--- src/rtl/rv32i_types.sv ---
// Shared core types: the common-data-bus broadcast record and its requester indices.
package rv32i_types;

   localparam int unsigned CDB_NUM_REQ = 3;
   localparam int unsigned CDB_TAG_W   = 3;
   localparam int unsigned CDB_WIDTH   = 32;
   localparam int unsigned CDB_SRC_W   = $clog2(CDB_NUM_REQ);

   localparam int unsigned CDB_ALU = 0;
   localparam int unsigned CDB_BR  = 1;
   localparam int unsigned CDB_LSQ = 2;

   typedef struct packed {
      logic                 valid;
      logic [CDB_TAG_W-1:0] tag;
      logic [CDB_WIDTH-1:0] data;
      logic [CDB_SRC_W-1:0] src;
   } cdb_t;

endpackage

--- src/rtl/rr_arbiter.sv ---
// Combinational rotate-priority select: first asserted request at or after ptr, with wrap.
module rr_arbiter #(
   parameter int unsigned NUM_REQ = 3,
   parameter int unsigned SRC_W   = $clog2(NUM_REQ)
) (
   input  logic [NUM_REQ-1:0] req,
   input  logic [SRC_W-1:0]   ptr,
   input  logic               en,
   output logic [NUM_REQ-1:0] gnt,
   output logic [SRC_W-1:0]   idx
);

   logic        found;
   int unsigned k;

   always_comb begin
      gnt   = '0;
      idx   = '0;
      found = 1'b0;
      k     = 0;
      for (int unsigned i = 0; i < NUM_REQ; i++) begin
         // Explicit modulo so non-power-of-two requester counts wrap correctly.
         k = int'(ptr) + i;
         if (k >= NUM_REQ) k = k - NUM_REQ;
         if (en && !found && req[k]) begin
            gnt[k] = 1'b1;
            idx    = SRC_W'(k);
            found  = 1'b1;
         end
      end
   end

endmodule

--- src/rtl/cdb_arbiter.sv ---
// Round-robin CDB arbiter: grants one ready producer per cycle onto a registered broadcast,
// honouring ROB back-pressure (cdb_stall) and mispredict flush.
module cdb_arbiter
   import rv32i_types::*;
#(
   parameter int unsigned NUM_REQ = CDB_NUM_REQ,
   parameter int unsigned TAG_W   = CDB_TAG_W,
   parameter int unsigned WIDTH   = CDB_WIDTH,
   parameter int unsigned SRC_W   = $clog2(NUM_REQ)
) (
   input  logic                     clk,
   input  logic                     rst,
   input  logic [NUM_REQ-1:0]       req_valid,
   input  logic [NUM_REQ*TAG_W-1:0] req_tag,
   input  logic [NUM_REQ*WIDTH-1:0] req_data,
   output logic [NUM_REQ-1:0]       req_ready,
   input  logic                     flush,
   input  logic                     cdb_stall,
   output logic                     cdb_valid,
   output logic [TAG_W-1:0]         cdb_tag,
   output logic [WIDTH-1:0]         cdb_data,
   output logic [SRC_W-1:0]         cdb_src
);

   logic             valid_q, valid_d;
   logic [TAG_W-1:0] tag_q, tag_d;
   logic [WIDTH-1:0] data_q, data_d;
   logic [SRC_W-1:0] src_q, src_d;
   logic [SRC_W-1:0] ptr_q, ptr_d;

   logic             reg_free;
   logic             arb_en;
   logic             grant;
   logic [SRC_W-1:0] win_idx;

   assign reg_free = !valid_q || !cdb_stall;
   assign arb_en   = rst && !flush && reg_free;
   assign grant    = |req_ready;

   rr_arbiter #(
      .NUM_REQ(NUM_REQ),
      .SRC_W  (SRC_W)
   ) u_rr (
      .req(req_valid),
      .ptr(ptr_q),
      .en (arb_en),
      .gnt(req_ready),
      .idx(win_idx)
   );

   always_comb begin
      valid_d = valid_q;
      tag_d   = tag_q;
      data_d  = data_q;
      src_d   = src_q;
      ptr_d   = ptr_q;
      // Flush takes priority over both stall-hold and a fresh grant.
      if (flush) begin
         valid_d = 1'b0;
      end else if (reg_free) begin
         if (grant) begin
            valid_d = 1'b1;
            tag_d   = req_tag[win_idx*TAG_W +: TAG_W];
            data_d  = req_data[win_idx*WIDTH +: WIDTH];
            src_d   = win_idx;
            ptr_d   = (win_idx == SRC_W'(NUM_REQ - 1)) ? '0 : win_idx + 1'b1;
         end else begin
            valid_d = 1'b0;
         end
      end
   end

   always_ff @(posedge clk) begin
      if (!rst) begin
         valid_q <= 1'b0;
         tag_q   <= '0;
         data_q  <= '0;
         src_q   <= '0;
         ptr_q   <= '0;
      end else begin
         valid_q <= valid_d;
         tag_q   <= tag_d;
         data_q  <= data_d;
         src_q   <= src_d;
         ptr_q   <= ptr_d;
      end
   end

   assign cdb_valid = valid_q;
   assign cdb_tag   = tag_q;
   assign cdb_data  = data_q;
   assign cdb_src   = src_q;

endmodule

--- config.mk ---
export PLATFORM = sky130hd
export DESIGN_NAME = cdb_arbiter
export DESIGN_NICKNAME = d
export VERILOG_FILES = /design/src/rtl/rv32i_types.sv /design/src/rtl/rr_arbiter.sv /design/src/rtl/cdb_arbiter.sv
export SDC_FILE = /design/constraint.sdc
export NUM_CORES = 1
export LEC_CHECK = 0
export ABC_AREA = 0
export CORE_ASPECT_RATIO = 1.4
export CORE_MARGIN = 4
export CORE_UTILIZATION = 35
export DETAILED_ROUTE_END_ITERATION = 6
export HOLD_SLACK_MARGIN = 0.08
export PLACE_DENSITY = 0.82
export REMOVE_ABC_BUFFERS = 1
export SYNTH_ARGS = -nofsm -noshare
export SYNTH_HDL_FRONTEND = slang
export SYNTH_SLANG_ARGS = --single-unit
--- constraint.sdc ---
create_clock -name clk -period 4.5 [get_ports clk]
set_input_delay 0.9 -clock clk [delete_from_list [all_inputs] [get_ports clk]]
set_output_delay 0.9 -clock clk [all_outputs]
set_load 0.01 [all_outputs]
==> Word level (Yosys, flattened, before mapping) <==
Index checks and enable logic that the tools add are counted.
{ "op_classes": {"n_lt_le_gt_ge": 9, "mul": 1, "mux": 25, "n_eq_ne": 1, "addsub": 6, "bitwise": 4, "shifts": 2, "reduce_logical": 19} }
{ "ops": {"columns": ["cell", "n"], "rows": [
  ["greater-or-equal comparator 32 x 1 -> 1 bit, second input constant", 3],
  ["< comparator 32 x 3 -> 1 bit, second input constant", 3],
  ["2-to-1 mux 32 bit", 3],
  ["variable part select 96 x 8 -> 32 bit", 1],
  ["greater-or-equal comparator 32 x 2 -> 1 bit, second input constant", 2],
  ["subtractor 32 x 2 -> 32 bit, second input constant", 2],
  ["logical AND 1 bit", 10],
  ["2-to-1 mux 1 bit", 9],
  ["2-to-1 mux 3 bit", 3],
  ["variable part select 9 x 5 -> 3 bit", 1],
  ["2-to-1 mux 2 bit", 4],
  ["binary-select mux 1 bit (select 2 bit)", 3],
  ["demux 1 bit (select 2 bit)", 3],
  ["OR 3 bit", 2],
  ["zero test 1 bit", 5],
  ["multiplier 2 x 2 -> 4 bit, second input constant", 1],
  ["adder 2 x 1 -> 3 bit, second input constant", 1],
  ["adder 2 x 2 -> 3 bit, second input constant", 1],
  ["AND reduction 3 bit", 1],
  ["OR reduction 3 bit", 1],
  ["subtractor 2 x 2 -> 3 bit, second input constant", 1],
  ["adder 2 x 1 -> 2 bit, second input constant", 1],
  ["== test 2 bit, second input constant", 1],
  ["greater-or-equal comparator 2 bit, second input constant", 1],
  ["3 further kinds", 4]
]} }
{ "totals": {"register_bits": 40, "output_inout_bits": 41, "input_bits": 112, "word_cells": 72} }

==> Depth between registers and ports, before layout <==
Gate-level depths: netlist of the first run.
{ "logic_depth": {"depth_word": 16, "mapped_depth": 11, "depth_no_buf": 8} }

==> By module <==
A second synthesis of the first run with hierarchy kept.
{ "unflattened": {"cells_unflattened": 267, "hier_area_um2": 2625.0} }
{ "modules_own_cells": {"columns": ["mod", "area_per_inst_um2", "seq_area_each_um2", "n_inst", "cells_each"], "rows": [
  ["cdb_arbiter", 2308.5, 800.8, 1, 229],
  ["rr_arbiter", 316.6, 0.0, 1, 38]
]} }

==> Least setup slack after synthesis of the first run <==
OpenSTA, ideal clock, no wires.
{ "synth_timing": {"path_type": "input-to-output", "startpoint": "input req_valid[0]", "endpoint": "output req_ready[1]", "cell_stages": 5, "setup_slack_ns": 1.605, "path_buffers": 0, "arrival_time_ns": 1.995, "t_required_ns": 3.600, "cell_sequence": "mux2_4 mux2_4 a221oi_2 a21o_1 and2_1"} }
{ "synth_between": {"elab_chain_cells": 12, "word_cells_on_any_way": 20, "cone_classes": "11 x mux; 2 x bitwise; 7 x reduce/logical"} }
{ "synth_lines": {"columns": ["item", "line_no", "rtl"], "rows": [
  ["from (decl)", "cdb_arbiter.sv:13", "input logic [NUM_REQ-1:0] req_valid,"],
  ["binary-select mux 1 bit (select 2 bit)", "rr_arbiter.sv:25", "if (en && !found && req[k]) begin"],
  ["2-to-1 mux 1 bit (not written as such)", "rr_arbiter.sv:25", null],
  ["logical AND 1 bit", "rr_arbiter.sv:25", null],
  ["2-to-1 mux 1 bit", "rr_arbiter.sv:25", null],
  ["zero test 1 bit", "rr_arbiter.sv:25", null],
  ["logical AND 1 bit (2 in a row)", "rr_arbiter.sv:25", null],
  ["2-to-1 mux 1 bit", "rr_arbiter.sv:25", null],
  ["zero test 1 bit", "rr_arbiter.sv:25", null],
  ["logical AND 1 bit (2 in a row)", "rr_arbiter.sv:25", null],
  ["2-to-1 mux 3 bit *", "rr_arbiter.sv:25", null],
  ["to (decl)", "cdb_arbiter.sv:16", "output logic [NUM_REQ-1:0] req_ready,"]
]} }
Every way passes the cells marked *; elsewhere a longest branch is shown, timed or not. The select of a mux whose other input is x is not followed.

==> Worst setup path after layout of the first run <==
{ "layout_timing": {"startpoint": "input req_valid[1]", "endpoint": "output req_ready[2]"} }
The elaborated chain is that of the path after synthesis.

==> results of run 1 <==
[cells by family after synthesis]
family	after synthesis	share of synthesized area [%]
multiplexers	109	43.3
AND/OR/NAND/NOR	62	11.2
flip-flops	40	30.3
AO/OA/AOI/OAI	21	7.56
buffers and inverters	20	5.86
adder cells (fa/ha/maj)	4	1.89
[cell usage after synthesis, types with 2 or more instances]
library cell,number,area share [%]
mux2i_1,72,27
dfxtp_1,40,30
nand2_1,39,5.5
mux2_1,35,15
buf_6,6,2.6
and2_1,5,1.2
buf_4,5,1.4
clkbuf_1,4,0.57
ha_1,4,1.9
inv_1,4,0.57
a21oi_1,3,0.57
a32o_1,3,1.1
nand3b_1,3,0.85
nor2_1,3,0.43
nor2b_1,3,0.71
o21ai_0,3,0.57
a211o_1,2,0.66
a21o_1,2,0.57
mux2_4,2,1.1
nand2b_1,2,0.47
[area by class of cell]
class / instances / share of cell area, %
multi-input combinational: 196 / 39.6
timing repair buffer: 157 / 36.5
sequential: 40 / 18.8
tap: 97 / 2.84
clock buffer: 6 / 1.70
inverter: 4 / 0.352
clock inverter: 1 / 0.117
antenna: 1 / 0.0587
[through the flow]
stage	hold WS (ns)	utilization, %
after floorplan	0.472	-
after global placement	0.444	56.9
after detailed placement	0.453	56.9
after CTS	0.463	57.9
after global routing	0.480	57.9
final	0.463	58.0
[metal layers]
metal / up-vias / track usage [%] / wire length, um / share of wire, %
met5: - / 0 / 0 / 0
met4: 0 / 6.09 / 205 / 2.7
met3: 15 / 4.55 / 489 / 6.6
met2: 91 / 30.8 / 4160 / 56
met1: 1137 / 16.4 / 2610 / 35
li1: 1212 / - / - / -
[worst reg2reg max path: stages (launching register included)]
cell     delay (ns)
dfxtp_1        0.35
inv_1          0.09
ha_1           0.37
mux2_4         0.35
mux2_4         0.32
a21oi_1        0.17
a22oi_2        0.12
o31ai_4        0.23
buf_4          0.57
mux2i_1        0.27
[placed cells by master (no fill, tap or decap), types with 2 or more instances in the layout]
master and instances:
clkbuf_8 5, nand2b_1 2, a21o_1 2, nand2_1 39
clkdlybuf4s50_1 152, buf_4 5, mux2_1 35, ha_1 4
mux2i_1 72, nor2b_1 3, a21oi_1 3, o21ai_0 3
inv_1 4, dfxtp_1 40, a32o_1 3, a211o_1 2
mux2_4 2, nand3b_1 3, nor2_1 3, and2_1 5
[power by group]
group          switching [mW]  internal, mW  leakage (nW)
clock network           0.115         0.105        0.0410
registers              0.0541         0.463         0.329
logic                   0.414         0.497          1.61
[path summary, 6_finish.rpt]
path	to	slack [ns]	start
setup / recovery	req_ready[2]	0.45	req_valid[1]
hold / removal	cdb_data[18]	0.46	cdb_data[18]
setup reg to reg	cdb_tag[0]	1.60	ptr_q[1]
hold reg to reg	cdb_data[18]	0.46	cdb_data[18]
[flip-flops by register name, summed over array words and instances, names as in the netlist]
name and flops:
cdb_data 32, cdb_src 2, cdb_tag 3, cdb_valid 1, ptr_q 2
==> impl_metrics.yaml, run 1 <==
synthesis:
  ys_async_sr_fraction_pct: 0
  synth_seq_area_share_pct: 30.3
  syn-cell-area_mm2: 0.00265
  synthFlopType: "dfxtp_1"
  synth-seq-cells: 40
  synth-edff-count: 0
  synth_warnings: 0
  synth.distinct_cells: 36
  syn_avg_cell_area_um2: 10.3
  syn_inst: 256
finish:
  multi_input_area_mm2: 0.00169
  fillers: 650
  seqCellArea_um2: 801
  fin_cells: 502
  syn_to_final_growth_pct: 61.2
  post_route_cells_drive_above_1_share_pct: 4.95
  layout.nets: 520
  stdcell_area_mm2: 0.00427
sta:
  report.final.slew_viol_count: 0
  slew_headroom_pct: 57.0
  period_share_pct: 90.0
  setup_viol: 0
  totalNegativeSetupSlack_ns: 0
  skew_ns: 0.00759
  fmax_mhz: 247
  period_minus_slack_ns: 4.05
  postLayoutSetupSlackWorst_ns: 0.450
  finalHoldViolCount: 0
  rsz0062_at_grt: "no"
  tightest_slew_ns: 0.644
cts:
  cts_tree: "yes"
  clockBufferDepth: 2
  ctsResizeCount: 0
  clk_pin_slew_ns: 0.08
  clock_latency_ns: 0.28
  ctsHoldBuffers: 0
  htreeDepth: 2
  ctsRootBufferMaster: "clkbuf_8"
  post_cts_buffers: 0
  cts.sinks: 40
  cts_buffers: 5
drt:
  drt_iter0_markers: 50
  drc: 0
  wirelength_um: 7460
  dr.pass1.iters: 4
  antenna_left: 0
  num_vias: 2455
  wl_per_cell_um: 14.9
  vias_per_cell: 4.89
place:
  dp_slack_ns: 0.489
  gp_congestion: 0.798
  place_hpwl_um: 5900
  placed_cell_area_mm2: 0.00419
  port_buffers: 152
  placed_cells: 494
worst_setup_path:
  worst_path_max_delay_cell: "clkdlybuf4s50_1"
  crit_path_cell_trace: "clkdlybuf4s50_1, mux2_4, mux2_4, o21ai_1, and2_1, clkdlybuf4s50_1"
  worstSetupPathType: "in2out"
  path_max_fanout: 7
  crit_cells: 6
  worst_path_largest_cell_delay_ns: 0.53
  cp_num_buf_inv: 2
  critPathLaunchType: "input port"
  crit_arrival_ns: 3.15
  cp_top_family: "buffers and inverters"
  required_ns: 3.60
  end_kind: "output port"
  reg2regPathDepth: 9
global_route:
  grt_first_pass_wirelength_um: 11800
  first_global_vias: 2536
  antenna_found_initial: 0
  grt_usage_pct: 16.4
  grt_overflow_total: 0
  grt_start_max_net_pins: 40
hold_path:
  whs_path_depth: 2
  hold_path_class: "reg2reg"
die:
  initial_core_util_pct: 36.0
  num_rows: 37
  die_w_um: 81.5
  io_pins: 153
  die_area_mm2: 0.00904
  die_h_um: 111
  core_area_mm2: 0.00736
run:
  drv_cap: 0
outcome:
  outcome: "finished clean"
power_and_ir_drop:
  ir_drop_mv: 0.183
  power.density_mw_per_mm2: 386
  p_leak_nw: 1.98
  finalPower_mw: 1.65
Power figures use the tool's default switching activity.
==> run 2: changes to the inputs <==
Settings changed: ABC_CLOCK_PERIOD_IN_PS from default to 4500, TNS_END_PERCENT from default to 20.
==> results of run 2 <==
Same layout as run 1: the final DEF is identical, and so are final timing and power.
==> run 3: changes to the inputs <==
Settings changed: CORE_MARGIN 4 to 8, PLACE_DENSITY 0.82 to 0.75.
==> impl_metrics.yaml, run 3 (synthesized netlist as in run 1, its figures left out) <==
global_route:
  antenna_found_initial: 0
  grt_usage_pct: 15.6
  grt_first_pass_wirelength_um: 12900
  grt_start_max_net_pins: 40
  grt_overflow_total: 0
  first_global_vias: 2683
finish:
  syn_to_final_growth_pct: 62.4
  layout.nets: 520
  final_cell_mix: "clkdlybuf4s50_1 (152), mux2i_1 (72), dfxtp_1 (40)"
  largest_register_ffs: 32
  final_common_cell: "clkdlybuf4s50_1"
  post_route_cells_drive_above_1_share_pct: 5.19
  stdcell_area_mm2: 0.00430
cts:
  ctsHoldBuffers: 0
  ctsResizeCount: 0
  post_cts_buffers: 0
  cts_buffers: 5
  cts.sinks: 40
  clockBufferDepth: 2
  clk_pin_slew_ns: 0.07
  ctsRootBufferMaster: "clkbuf_8"
  htreeDepth: 2
  cts_tree: "yes"
  clock_latency_ns: 0.28
sta:
  totalNegativeSetupSlack_ns: 0
  slew_headroom_pct: 56.4
  period_share_pct: 89.2
  report.final.slew_viol_count: 0
  tightest_slew_ns: 0.654
  skew_ns: 0.00744
  fmax_mhz: 249
  finalHoldViolCount: 0
  rsz0062_at_grt: "no"
  period_minus_slack_ns: 4.01
  setup_viol: 0
drt:
  wirelength_um: 8160
  wl_per_cell_um: 16.2
  dr.pass1.iters: 4
  vias_per_cell: 4.78
  antenna_left: 0
  drc: 0
  num_vias: 2405
  drt_iter0_markers: 55
die:
  die_area_mm2: 0.0106
  num_rows: 37
  core_area_mm2: 0.00736
  initial_core_util_pct: 36.0
  die_h_um: 119
  die_w_um: 89.5
  io_pins: 153
place:
  place_hpwl_um: 6610
  gp_congestion: 0.832
  placed_cell_area_mm2: 0.00419
  port_buffers: 152
worst_setup_path:
  path_max_fanout: 7
  crit_arrival_ns: 3.11
  required_ns: 3.60
  critPathLaunchType: "input port"
  worstSetupPathType: "in2out"
  end_kind: "output port"
power_and_ir_drop:
  power.density_mw_per_mm2: 399
  p_leak_nw: 2.00
  finalPower_mw: 1.71
  ir_drop_mv: 0.219
hold_path:
  hold_path_class: "reg2reg"
outcome:
  outcome: "finished clean"
run:
  drv_cap: 0
[run 3: final cells by class]
| cell class | instances | area (um2) |
|---|---|---|
| Fill cell | 652 | 3060 |
| Multi-Input combinational cell | 196 | 1690 |
| Timing Repair Buffer | 157 | 1560 |
| Sequential cell | 40 | 801 |
| Tap cell | 97 | 121 |
| Clock buffer | 6 | 72.6 |
| Clock inverter | 2 | 35.0 |
| Inverter | 4 | 15.0 |
| Antenna cell | 1 | 2.50 |
[run 3: critical path, stage by stage]
cell and delay (ns):
clkdlybuf4s50_1 0.51, mux2_4 0.31, mux2_4 0.32, a221oi_2 0.18, a21o_1 0.21, and2_1 0.15, clkdlybuf4s50_1 0.53
[run 3: where the power goes]
part	internal, mW	switching, mW
logic	0.497	0.417
clock network	0.165	0.118
registers	0.463	0.0541
[run 3: path summary, 6_finish.rpt]
| kind | slack [ns] | depth (start not counted) | end | from |
|---|---|---|---|---|
| worst max-delay path | 0.49 | 7 | req_ready[1] | req_valid[1] |
| worst min-delay path | 0.46 | 2 | cdb_data[12] | cdb_data[12] |
| worst max register to register | 1.47 | 9 | cdb_data[29] | ptr_q[1] |
| worst min register to register | 0.46 | 2 | cdb_data[12] | cdb_data[12] |
[run 3: per-stage QoR]
step | util (%) | std cells | setup WS, ns | hold WS (ns)
6_report | 58.4 | 503 | 0.488 | 0.461
5_1_grt | 58.3 | 502 | 0.384 | 0.479
4_1_cts | 58.3 | 502 | 0.478 | 0.465
3_5_place_dp | 56.9 | 494 | 0.482 | 0.455
3_3_place_gp | 56.9 | 494 | 0.531 | 0.444
2_1_floorplan | - | 240 | 0.971 | 0.472
[run 3: per-layer routing]
metal	GRT usage, %	vias up	wire [um]
li1	-	1208	-
met1	14.4	1106	2840
met2	30.4	83	4600
met3	5.71	8	624
met4	3.66	0	86
met5	0	-	0
